==> config.mk <==
export PLATFORM = sky130hd
export DESIGN_NAME = onehot_scan_decoder
export DESIGN_NICKNAME = d
export VERILOG_FILES = /design/src/rtl/onehot_scan_decoder.sv
export SDC_FILE = /design/constraint.sdc
export NUM_CORES = 1
export LEC_CHECK = 0
export ABC_CLOCK_PERIOD_IN_PS = 2430
export BUFFER_PORTS_ARGS = -buffer_cell sky130_fd_sc_hd__buf_2
export CORE_AREA = 2 2 61 63
export DETAILED_ROUTE_END_ITERATION = 7
export DIE_AREA = 0 0 63 65
export PLACE_DENSITY = 0.57
export SLEW_MARGIN = 20
export SYNTH_ARGS = -nofsm -noshare
export SYNTH_HDL_FRONTEND = slang
export SYNTH_SLANG_ARGS = --single-unit
==> constraint.sdc <==
create_clock -name clk -period 2.43 [get_ports clk]
set_input_delay 0 -clock clk [delete_from_list [all_inputs] [get_ports clk]]
set_output_delay 0 -clock clk [all_outputs]
set_load 0.02 [all_outputs]
==> src/rtl/onehot_scan_decoder.sv <==
// onehot_scan_decoder: registered binary-to-one-hot decoder with direct and auto-scan modes.
// Define ONEHOT_DECODER_ACTIVE_LOW_EN for inverted select lines.
module onehot_scan_decoder #(
    parameter int unsigned SEL_W   = 4,
    parameter int unsigned NUM_OUT = 16,
    parameter int unsigned DWELL   = 4
) (
    input  logic               clk,
    input  logic               rst_n,
    input  logic               en,
    input  logic               mode,
    input  logic [SEL_W-1:0]   sel,
    input  logic               load,
    output logic [NUM_OUT-1:0] out,
    output logic [SEL_W-1:0]   idx,
    output logic               valid,
    output logic               err,
    output logic               wrap
);
    localparam int unsigned        CNT_W    = (DWELL > 1) ? $clog2(DWELL) : 1;
    localparam logic [CNT_W-1:0]   CNT_LAST = CNT_W'(DWELL - 1);
    localparam logic [SEL_W-1:0]   IDX_LAST = SEL_W'(NUM_OUT - 1);
`ifdef ONEHOT_DECODER_ACTIVE_LOW_EN
    localparam logic [NUM_OUT-1:0] OUT_OFF  = '1;
`else
    localparam logic [NUM_OUT-1:0] OUT_OFF  = '0;
`endif

    typedef enum logic [1:0] {IDLE, DIRECT, SCAN} state_t;

    state_t             state, state_nxt;
    logic [CNT_W-1:0]   cnt, cnt_nxt;
    logic [SEL_W-1:0]   idx_nxt, idx_step;
    logic [NUM_OUT-1:0] out_nxt;
    logic               valid_nxt, err_nxt, wrap_nxt;
    logic               sel_ok, step_wraps;

    // Range check against NUM_OUT, which may equal 2**SEL_W.
    assign sel_ok     = 32'(sel) < NUM_OUT;
    assign step_wraps = (idx == IDX_LAST);
    assign idx_step   = step_wraps ? '0 : idx + SEL_W'(1);

    always_ff @(posedge clk or negedge rst_n) begin
        if (!rst_n) state <= IDLE;
        else        state <= state_nxt;
    end

    always_comb begin
        state_nxt = IDLE;
        if (en) state_nxt = mode ? SCAN : DIRECT;
    end

    always_comb begin
        idx_nxt   = idx;
        cnt_nxt   = '0;
        valid_nxt = 1'b0;
        err_nxt   = 1'b0;
        wrap_nxt  = 1'b0;
        case (state_nxt)
            IDLE: idx_nxt = '0;
            DIRECT: begin
                if (sel_ok) begin
                    idx_nxt   = sel;
                    valid_nxt = 1'b1;
                end else begin
                    err_nxt = 1'b1;
                end
            end
            SCAN: begin
                valid_nxt = 1'b1;
                if (state != SCAN) begin
                    // Scan position is never carried over; entry restarts at 0 or the loaded index.
                    idx_nxt = (load && sel_ok) ? sel : '0;
                    err_nxt = load && !sel_ok;
                end else if (load && sel_ok) begin
                    idx_nxt = sel;
                end else begin
                    err_nxt = load;
                    if (cnt == CNT_LAST) begin
                        idx_nxt  = idx_step;
                        wrap_nxt = step_wraps;
                    end else begin
                        cnt_nxt = cnt + CNT_W'(1);
                    end
                end
            end
            default: idx_nxt = '0;
        endcase

        out_nxt = OUT_OFF;
        if (valid_nxt) begin
            for (int unsigned i = 0; i < NUM_OUT; i++) begin
                if (idx_nxt == SEL_W'(i)) out_nxt[i] = ~OUT_OFF[i];
            end
        end
    end

    always_ff @(posedge clk or negedge rst_n) begin
        if (!rst_n) begin
            out   <= OUT_OFF;
            idx   <= '0;
            valid <= 1'b0;
            err   <= 1'b0;
            wrap  <= 1'b0;
            cnt   <= '0;
        end else begin
            out   <= out_nxt;
            idx   <= idx_nxt;
            valid <= valid_nxt;
            err   <= err_nxt;
            wrap  <= wrap_nxt;
            cnt   <= cnt_nxt;
        end
    end

    a_onehot: assert property (@(posedge clk) disable iff (!rst_n)
        valid |-> $onehot(out ^ OUT_OFF));
    a_off: assert property (@(posedge clk) disable iff (!rst_n)
        !valid |-> (out == OUT_OFF));

endmodule

==> metrics.log, run 1 <==
[metrics] Hold Path Stages: 2
[metrics] most used cells in the layout excluding fill and tap cells: sky130_fd_sc_hd__buf_2, sky130_fd_sc_hd__dfrtp_1, sky130_fd_sc_hd__nand2_1, sky130_fd_sc_hd__a211oi_1, sky130_fd_sc_hd__nor3_1
[metrics] die width: 63 µm
[metrics] Core Util, Final: 40.8%
[metrics] setup slack of the most critical reg-to-reg path: 0.60 ns
[metrics] cell at the root of the clock tree: sky130_fd_sc_hd__clkbuf_4
[metrics] element type at the critical path start: flip-flop
[metrics] Reg2Reg Launch Point: idx[0]
[metrics] area of the mapped netlist: 0.00117 mm²
[metrics] most common cell after layout, fill and taps aside: sky130_fd_sc_hd__buf_2
[metrics] worst r2r path cells: 5
[metrics] Leak: 0.709 nW
[metrics] multiplexer area fraction after synthesis: 1.82%
[metrics] combinational family with the most area after synthesis: simple AND/OR/NAND/NOR gates
[metrics] placed wire-length estimate: 1.72 mm
[metrics] internal power of the cells: 0.000643 W
[metrics] number of vias per cell: 4.88
[metrics] tightest hold margin: -0.00233 ns
[metrics] count of hold-fix buffers inserted at cts: 4
[metrics] fraction of power spent switching nets: 23.1%
[metrics] final hold vios: 1
[metrics] fill cell count: 369
[metrics] largest net degree at the start of global routing: 27
[metrics] total of max-cap violations: 0
[metrics] Sequential Power Share: 53.9%
[metrics] clock tree from TritonCTS: done
[metrics] launch point of the worst hold path: sel[0]
[metrics] Net count, final: 145
[metrics] DRC marker count from the first detailed-route iteration: 13
[metrics] Post-Place Cells: 173
[metrics] unrepaired setup endpoints after global routing: false
[metrics] async set-or-reset flop fraction in the synthesized netlist: 100%
[metrics] Sw Pwr: 0.000193 W
[metrics] Worst Clk Skew: 0.00782 ns
[metrics] Mapped Cells: 102
[metrics] weighted congestion reported at the end of routability-driven placement: 0.842
[metrics] clock net sink count: 26
[metrics] fraction of layout cells with a size suffix above 1: 28.6%
[metrics] clock-pin slew of the registers on the worst-case setup and hold paths: 0.14 ns
[metrics] dpl cell area: 0.00133 mm²
[metrics] ratio of total power to cell area: 586 mW/mm²
[metrics] area share of fa/ha/maj cells after synthesis: 2.14%
[metrics] clock network power share: 34.7%
[metrics] mean routed wirelength per cell: 12.5 µm
[metrics] antenna viol nets, final: 0
[metrics] HP Class: in -> reg
[metrics] required time of the critical path: 2.68 ns
[metrics] effective utilization at floorplan: 33.5%
[metrics] mean instance size in the synthesized netlist: 11.5 µm²
[metrics] Hold Path End: idx[0]
[metrics] overflow left after global routing: 0
[metrics] transition at the pin with the smallest max-transition slack: 0.550 ns
[metrics] total track usage: 11.7%
[metrics] port bufs: 30
[metrics] xor-xnor portion of the synthesized cell area: 0.748%
[metrics] total number of placement rows: 22
[metrics] number of levels the H-tree was split into: 1
[metrics] Synth Warn #: 0
[metrics] buffer levels on the longest clock path: 2
[metrics] insertion delay to the later sink of the worst-skew pair: 0.32 ns
[metrics] Slew headroom: 63.3%
[metrics] register area share after synthesis: 55.6%
[metrics] ys flop type: sky130_fd_sc_hd__dfrtp_1
[metrics] sort of element at the end of the critical path: flip-flop
[metrics] Data arrival, critical path: 2.08 ns
[metrics] clock period minus worst slack: 1.83 ns
[metrics] DRC Markers: 0
[metrics] Worst Setup Path Type: reg -> reg
[metrics] Final TNS setup: 0 ns
[metrics] Worst Path Max Fanout: 6
[metrics] number of global-route vias before repair: 823
[metrics] fin crit share: 75.3%
[metrics] ant diodes: 0
[metrics] simple-gate share of the synthesized area: 18.5%
[metrics] violations in the final reports: hold timing
[metrics] Top Ports: 32
[metrics] number of unique standard cell types used by synthesis: 35
[metrics] cell area after layout: 0.00143 mm²
[metrics] status: finished, violations left
[metrics] global-route wire length before repair: 3.74 mm
[metrics] Syn Nets: 113
[metrics] max-slew violation count: 0
[metrics] total die area: 0.00410 mm²
[metrics] number of antenna violations at the first check in global routing: 0
[metrics] number of flip-flops and latches in the synthesized netlist: 26
[metrics] final cell count without fillers: 181
[metrics] timing-limited maximum frequency: 0.546 GHz
[metrics] DRT Pass-1 Iters: 4
[metrics] drt total wl: 2.26 mm
[metrics] EDFF count, synth: 0
[metrics] Gate power share: 11.4%
[metrics] source of the critical timing path: idx[0]
[metrics] overall via count from detail_route: 884
[metrics] complex-gate fraction of the synthesized area: 16.2%
[metrics] synth-to-layout area growth: 21.8%
[metrics] TritonCTS buffer count: 3
[metrics] buffers inserted during post-CTS setup optimization: 0
[metrics] worst reg2reg endpoint: out[8]
[metrics] placeable core region: 0.00350 mm²
[metrics] Max rail drop VDD: 0.176 mV
[metrics] die height: 65 µm
[metrics] Gates resized, CTS repair: 0
[metrics] Final Setup Violations: 0
-- power by group through the flow --
stage | logic [W] | registers [W] | clock network, W
3_3_place_gp | 0.0000900 | 0.000459 | 0
5_1_grt | 0.000105 | 0.000452 | 0.000320
3_5_place_dp | 0.0000909 | 0.000459 | 0
6_report | 0.0000950 | 0.000451 | 0.000290
2_1_floorplan | 0.0000444 | 0.000471 | 0
4_1_cts | 0.0000959 | 0.000451 | 0.000298
-- layout make-up --
cell class / count / area (µm²) / share of cell area [%]
Clock buffer: 3 / 22.5 / 1.58
Inverter: 2 / 7.51 / 0.526
Sequential cell: 26 / 651 / 45.6
Multi-Input combinational cell: 67 / 465 / 32.6
Clock inverter: 1 / 30.0 / 2.11
Timing Repair Buffer: 34 / 190 / 13.3
Tap cell: 48 / 60.1 / 4.21
-- metal layers --
metal  global-route usage [%]  up-vias  wire, µm
met5                        0        -         0
met3                     2.26        5        94
met4                     5.00        0        36
li1                         -      442         -
met1                     15.0      413      1050
met2                     19.4       24      1080
-- sequential cells by signal (all words and copies together), names as in the netlist --
name / count
idx: 4
valid: 1
cnt: 2
state: 2
out: 16
wrap: 1
-- synthesized netlist by cell type, types with 2 or more instances --
| master | count | area share (%) |
|---|---|---|
| sky130_fd_sc_hd__a21oi_1 | 2 | 0.85 |
| sky130_fd_sc_hd__dfrtp_1 | 26 | 56 |
| sky130_fd_sc_hd__clkbuf_1 | 2 | 0.64 |
| sky130_fd_sc_hd__a21o_1 | 2 | 1.3 |
| sky130_fd_sc_hd__o21ai_0 | 3 | 1.3 |
| sky130_fd_sc_hd__nor4_1 | 4 | 2.1 |
| sky130_fd_sc_hd__and3_1 | 2 | 1.1 |
| sky130_fd_sc_hd__buf_6 | 2 | 1.9 |
| sky130_fd_sc_hd__ha_1 | 2 | 2.1 |
| sky130_fd_sc_hd__inv_1 | 2 | 0.64 |
| sky130_fd_sc_hd__a31oi_1 | 2 | 1.1 |
| sky130_fd_sc_hd__o211ai_1 | 3 | 1.9 |
| sky130_fd_sc_hd__a32o_1 | 2 | 1.7 |
| sky130_fd_sc_hd__and4b_1 | 2 | 1.7 |
| sky130_fd_sc_hd__a211oi_2 | 2 | 2.1 |
| sky130_fd_sc_hd__nand2_1 | 7 | 2.2 |
| sky130_fd_sc_hd__nor2b_1 | 2 | 1.1 |
| sky130_fd_sc_hd__nand3_1 | 5 | 2.1 |
| sky130_fd_sc_hd__nor3_1 | 6 | 2.6 |
| sky130_fd_sc_hd__a211oi_1 | 7 | 4.5 |
| sky130_fd_sc_hd__and2_1 | 3 | 1.6 |
-- metrics by stage --
step	setup slack, ns	power (W)	hold WS [ns]
after global placement	0.620	0.000549	0.0129
after CTS	0.577	0.000844	0.000240
after detailed placement	0.598	0.000550	0.0226
final	0.599	0.000836	-0.00233
after floorplan	0.669	0.000515	-0.296
after global routing	0.362	0.000878	0.00926
-- logic make-up (layout without fill, tap and decap cells) --
| logic type | Yosys count | count (layout) |
|---|---|---|
| other | 1 | 1 |
| XOR/XNOR | 1 | 1 |
| AO/OA/AOI/OAI | 25 | 25 |
| buffers and inverters | 9 | 40 |
| multiplexers | 2 | 2 |
| AND/OR/NAND/NOR | 36 | 36 |
| flip-flops | 26 | 26 |
| adder cells (fa/ha/maj) | 2 | 2 |
-- worst max path at each step --
stage | endpoint | slack (ns) | cells past startpoint
after global routing | out[7] | 0.36 | 5
final | out[8] | 0.60 | 5
after detailed placement | out[8] | 0.60 | 5
after global placement | out[8] | 0.62 | 5
after CTS | out[8] | 0.58 | 5
after floorplan | out[8] | 0.67 | 5
-- worst max-delay path, cell delays in order (launching register included) --
cell and delay [ns]:
sky130_fd_sc_hd__dfrtp_1 0.48, sky130_fd_sc_hd__ha_1 0.33, sky130_fd_sc_hd__mux2_1 0.32, sky130_fd_sc_hd__a211oi_1 0.24, sky130_fd_sc_hd__o21ai_0 0.16, sky130_fd_sc_hd__a211oi_1 0.23
No activity file was read; power rests on OpenSTA's default activity.
==> inputs of run 2 (changes only) <==
--- a/config.mk
+++ b/config.mk
@@ -5,11 +5,12 @@
 export SDC_FILE = /design/constraint.sdc
 export NUM_CORES = 1
 export LEC_CHECK = 0
-export ABC_CLOCK_PERIOD_IN_PS = 2430
+export ABC_AREA = 1
+export ABC_CLOCK_PERIOD_IN_PS = 1700
 export BUFFER_PORTS_ARGS = -buffer_cell sky130_fd_sc_hd__buf_2
-export CORE_AREA = 2 2 61 63
+export CORE_AREA = 2 2 60 62
 export DETAILED_ROUTE_END_ITERATION = 7
-export DIE_AREA = 0 0 63 65
+export DIE_AREA = 0 0 62 64
 export PLACE_DENSITY = 0.57
 export SLEW_MARGIN = 20
 export SYNTH_ARGS = -nofsm -noshare
==> constraint.sdc (replaced) <==
create_clock -name clk -period 1.7 [get_ports clk]
set_input_delay 0 -clock clk [delete_from_list [all_inputs] [get_ports clk]]
set_output_delay 0 -clock clk [all_outputs]
set_load 0.02 [all_outputs]
==> run 2 against run 1 <==
Highest routed layer is now met3. Count of clock-buffer cells in the layout unchanged. Critical endpoint is now out[2]. Clock power increased by 48%. Maximum frequency increased by 17%. The flow now finishes without violations.
==> metrics.log, run 2 <==
[metrics] status: finished, final reports clean
[metrics] ant diodes: 0
[metrics] total number of placement rows: 21
[metrics] antenna viol nets, final: 0
[metrics] buffers inserted during post-CTS setup optimization: 0
[metrics] mean routed wirelength per cell: 11.7 µm
[metrics] final cell count without fillers: 190
[metrics] number of global-route vias before repair: 833
[metrics] Max rail drop VDD: 0.359 mV
[metrics] insertion delay to the later sink of the worst-skew pair: 0.32 ns
[metrics] DRC marker count from the first detailed-route iteration: 54
[metrics] register name with the most flops: out
[metrics] largest delay contributor family on the critical path: flip-flops
[metrics] port bufs: 30
[metrics] unrepaired setup endpoints after global routing: false
[metrics] number of flip-flops and latches in the synthesized netlist: 26
[metrics] number of antenna violations at the first check in global routing: 0
[metrics] clock net sink count: 26
[metrics] transition at the pin with the smallest max-transition slack: 0.575 ns
[metrics] Synth Warn #: 0
[metrics] placeable core region: 0.00328 mm²
[metrics] worst r2r path cells: 7
[metrics] Hold Path Stages: 5
[metrics] top area cells in the synthesized netlist: sky130_fd_sc_hd__dfrtp_1, sky130_fd_sc_hd__nor2_1, sky130_fd_sc_hd__nand2_4
[metrics] overflow left after global routing: 0
[metrics] Post-Place Cells: 179
[metrics] number of unique standard cell types used by synthesis: 22
[metrics] Syn Nets: 116
[metrics] mean instance size in the synthesized netlist: 10.7 µm²
[metrics] overall via count from detail_route: 797
[metrics] final hold vios: 0
[metrics] placed wire-length estimate: 1.71 mm
[metrics] fin crit share: 92.1%
[metrics] async set-or-reset flop fraction in the synthesized netlist: 100%
[metrics] total die area: 0.00397 mm²
[metrics] buffer levels on the longest clock path: 2
[metrics] most common cell after layout, fill and taps aside: sky130_fd_sc_hd__buf_2
[metrics] TritonCTS buffer count: 3
[metrics] ys flop type: sky130_fd_sc_hd__dfrtp_1
[metrics] element type at the critical path start: flip-flop
[metrics] slowest stage delay, CP: 0.45 ns
[metrics] EDFF count, synth: 0
[metrics] synth-to-layout area growth: 28.6%
[metrics] DRT Pass-1 Iters: 4
[metrics] number of flip-flops in the largest register: 16
[metrics] Final TNS setup: 0 ns
[metrics] Buf/Inv on CP: 0
[metrics] most used cells in the layout excluding fill and tap cells: sky130_fd_sc_hd__buf_2, sky130_fd_sc_hd__nor2_1, sky130_fd_sc_hd__dfrtp_1, sky130_fd_sc_hd__nand2_1, sky130_fd_sc_hd__dlygate4sd3_1
[metrics] register area share after synthesis: 57.9%
[metrics] drt total wl: 2.22 mm
[metrics] required time of the critical path: 1.96 ns
[metrics] share of the synthesized area in the top cell type: 57.9%
[metrics] ratio of total power to cell area: 852 mW/mm²
[metrics] Data arrival, critical path: 1.83 ns
[metrics] area of the mapped netlist: 0.00112 mm²
[metrics] timing-limited maximum frequency: 0.639 GHz
[metrics] Net count, final: 156
[metrics] Top Ports: 32
[metrics] Core Util, Final: 44.0%
[metrics] Final Setup Violations: 0
[metrics] die width: 62 µm
[metrics] total track usage: 13.0%
[metrics] clock tree from TritonCTS: done
[metrics] cell breakdown of the critical path: ha_1 > nand2_1 > xor2_2 > nor2_2 > a21oi_4 > nand3_2 > nor2_1
[metrics] total of max-cap violations: 0
[metrics] fraction of layout cells with a size suffix above 1: 40.3%
[metrics] Worst Setup Path Type: reg -> reg
[metrics] cell type with the highest aggregate area in the netlist: sky130_fd_sc_hd__dfrtp_1
[metrics] die height: 64 µm
[metrics] global-route wire length before repair: 3.82 mm
[metrics] top flop regs: out (16), idx (4)
[metrics] number of vias per cell: 4.19
[metrics] DRC Markers: 0
[metrics] Slew headroom: 61.6%
[metrics] Mapped Cells: 105
[metrics] sort of element at the end of the critical path: flip-flop
[metrics] dpl cell area: 0.00132 mm²
[metrics] Worst Clk Skew: 0.00599 ns
[metrics] largest net degree at the start of global routing: 27
[metrics] clock-pin slew of the registers on the worst-case setup and hold paths: 0.15 ns
[metrics] number of cells on the critical path: 7
[metrics] top cell types by occurrence after synthesis: sky130_fd_sc_hd__dfrtp_1, sky130_fd_sc_hd__nor2_1, sky130_fd_sc_hd__nand2_1, sky130_fd_sc_hd__inv_1
[metrics] cell area after layout: 0.00145 mm²
[metrics] slowest library cell on the worst path: sky130_fd_sc_hd__dfrtp_1
[metrics] number of levels the H-tree was split into: 1
[metrics] effective utilization at floorplan: 34.2%
[metrics] Worst Path Max Fanout: 4
[metrics] Leak: 0.773 nW
[metrics] cell at the root of the clock tree: sky130_fd_sc_hd__clkbuf_4
[metrics] clock period minus worst slack: 1.57 ns
[metrics] weighted congestion reported at the end of routability-driven placement: 0.759
[metrics] max-slew violation count: 0
[metrics] HP Class: in -> reg
[run 2: cell count changes after synthesis, moves of 3 or more]
cell | previous run | this run
sky130_fd_sc_hd__inv_2 | 0 | 3
sky130_fd_sc_hd__inv_1 | 2 | 6
sky130_fd_sc_hd__nor4_1 | 4 | 0
sky130_fd_sc_hd__nand2_1 | 7 | 14
sky130_fd_sc_hd__nand2_2 | 0 | 5
sky130_fd_sc_hd__a211oi_1 | 7 | 0
sky130_fd_sc_hd__nand2_4 | 0 | 5
sky130_fd_sc_hd__nor2_1 | 0 | 26
sky130_fd_sc_hd__o21ai_0 | 3 | 0
sky130_fd_sc_hd__nor3_1 | 6 | 1
sky130_fd_sc_hd__nand3_1 | 5 | 2
sky130_fd_sc_hd__o211ai_1 | 3 | 0
sky130_fd_sc_hd__and2_1 | 3 | 0
[run 2: final cells by class]
type	instances	area (µm²)
Tap cell	46	57.6
Sequential cell	26	651
Timing Repair Buffer	37	220
Clock inverter	1	30.0
Clock buffer	3	22.5
Multi-Input combinational cell	67	425
Fill cell	320	1840
Inverter	10	38.8
[run 2: worst paths after layout]
path / start / slack, ns / endpoint
max in group asynchronous: rst_n / 1.14 / out[8]
setup / recovery: idx[0] / 0.13 / out[2]
hold reg to reg: cnt[0] / 0.46 / cnt[0]
hold / removal: load / 0.09 / idx[3]
setup reg to reg: idx[0] / 0.13 / out[2]
min in group asynchronous: rst_n / 0.18 / wrap
[run 2: kinds of logic (layout without fill, tap and decap cells)]
group	after synthesis	count (layout)	share of synthesized area, %
AOI/OAI and AO/OA	7	7	8.80
and+or+nand+nor	56	56	24.8
adders and majority gates	2	2	2.23
DFF	26	26	57.9
xor gates and xnor gates	1	1	1.45
other	1	1	0.334
buffers and inverters	12	51	4.45
[run 2: where the power goes]
part | leakage (nW) | switching, W | internal [W]
combinational | 0.393 | 0.000103 | 0.0000552
clock | 0.0279 | 0.000190 | 0.000238
sequential | 0.352 | 0.00000918 | 0.000637
[run 2: through the flow]
stage / worst slack [ns] / total power (W) / hold WS [ns]
2_1_floorplan: 0.193 / 0.000751 / -0.296
3_5_place_dp: 0.0903 / 0.000807 / 0.0335
3_3_place_gp: 0.0928 / 0.000805 / 0.0171
5_1_grt: 0.0243 / 0.00129 / 0.110
6_report: 0.134 / 0.00123 / 0.0882
4_1_cts: 0.0484 / 0.00125 / 0.00303
[run 2: routing by layer]
metal  track usage [%]  wire length [µm]  part of all wire, %  vias to the layer above
met5                 0                 0                    0                        -
met4              4.79                 0                    0                        0
met3              2.83                76                  3.4                        0
met2              20.2              1060                   48                       18
met1              17.6              1090                   49                      380
li1                  -                 -                    -                      399
[run 2: tightest hold or removal path, stage by stage]
cell and delay (ns):
sky130_fd_sc_hd__buf_2 0.10, sky130_fd_sc_hd__nand2_1 0.06, sky130_fd_sc_hd__nand2_2 0.08, sky130_fd_sc_hd__nand2_4 0.06, sky130_fd_sc_hd__nand2_4 0.09
[run 2: timing repair]
action / CTS / global route
setup endpoints to repair: 0 / 12
hold buffers: 6 / 1
hold endpoints to repair: 32 / 1
gates resized for setup: 0 / 1
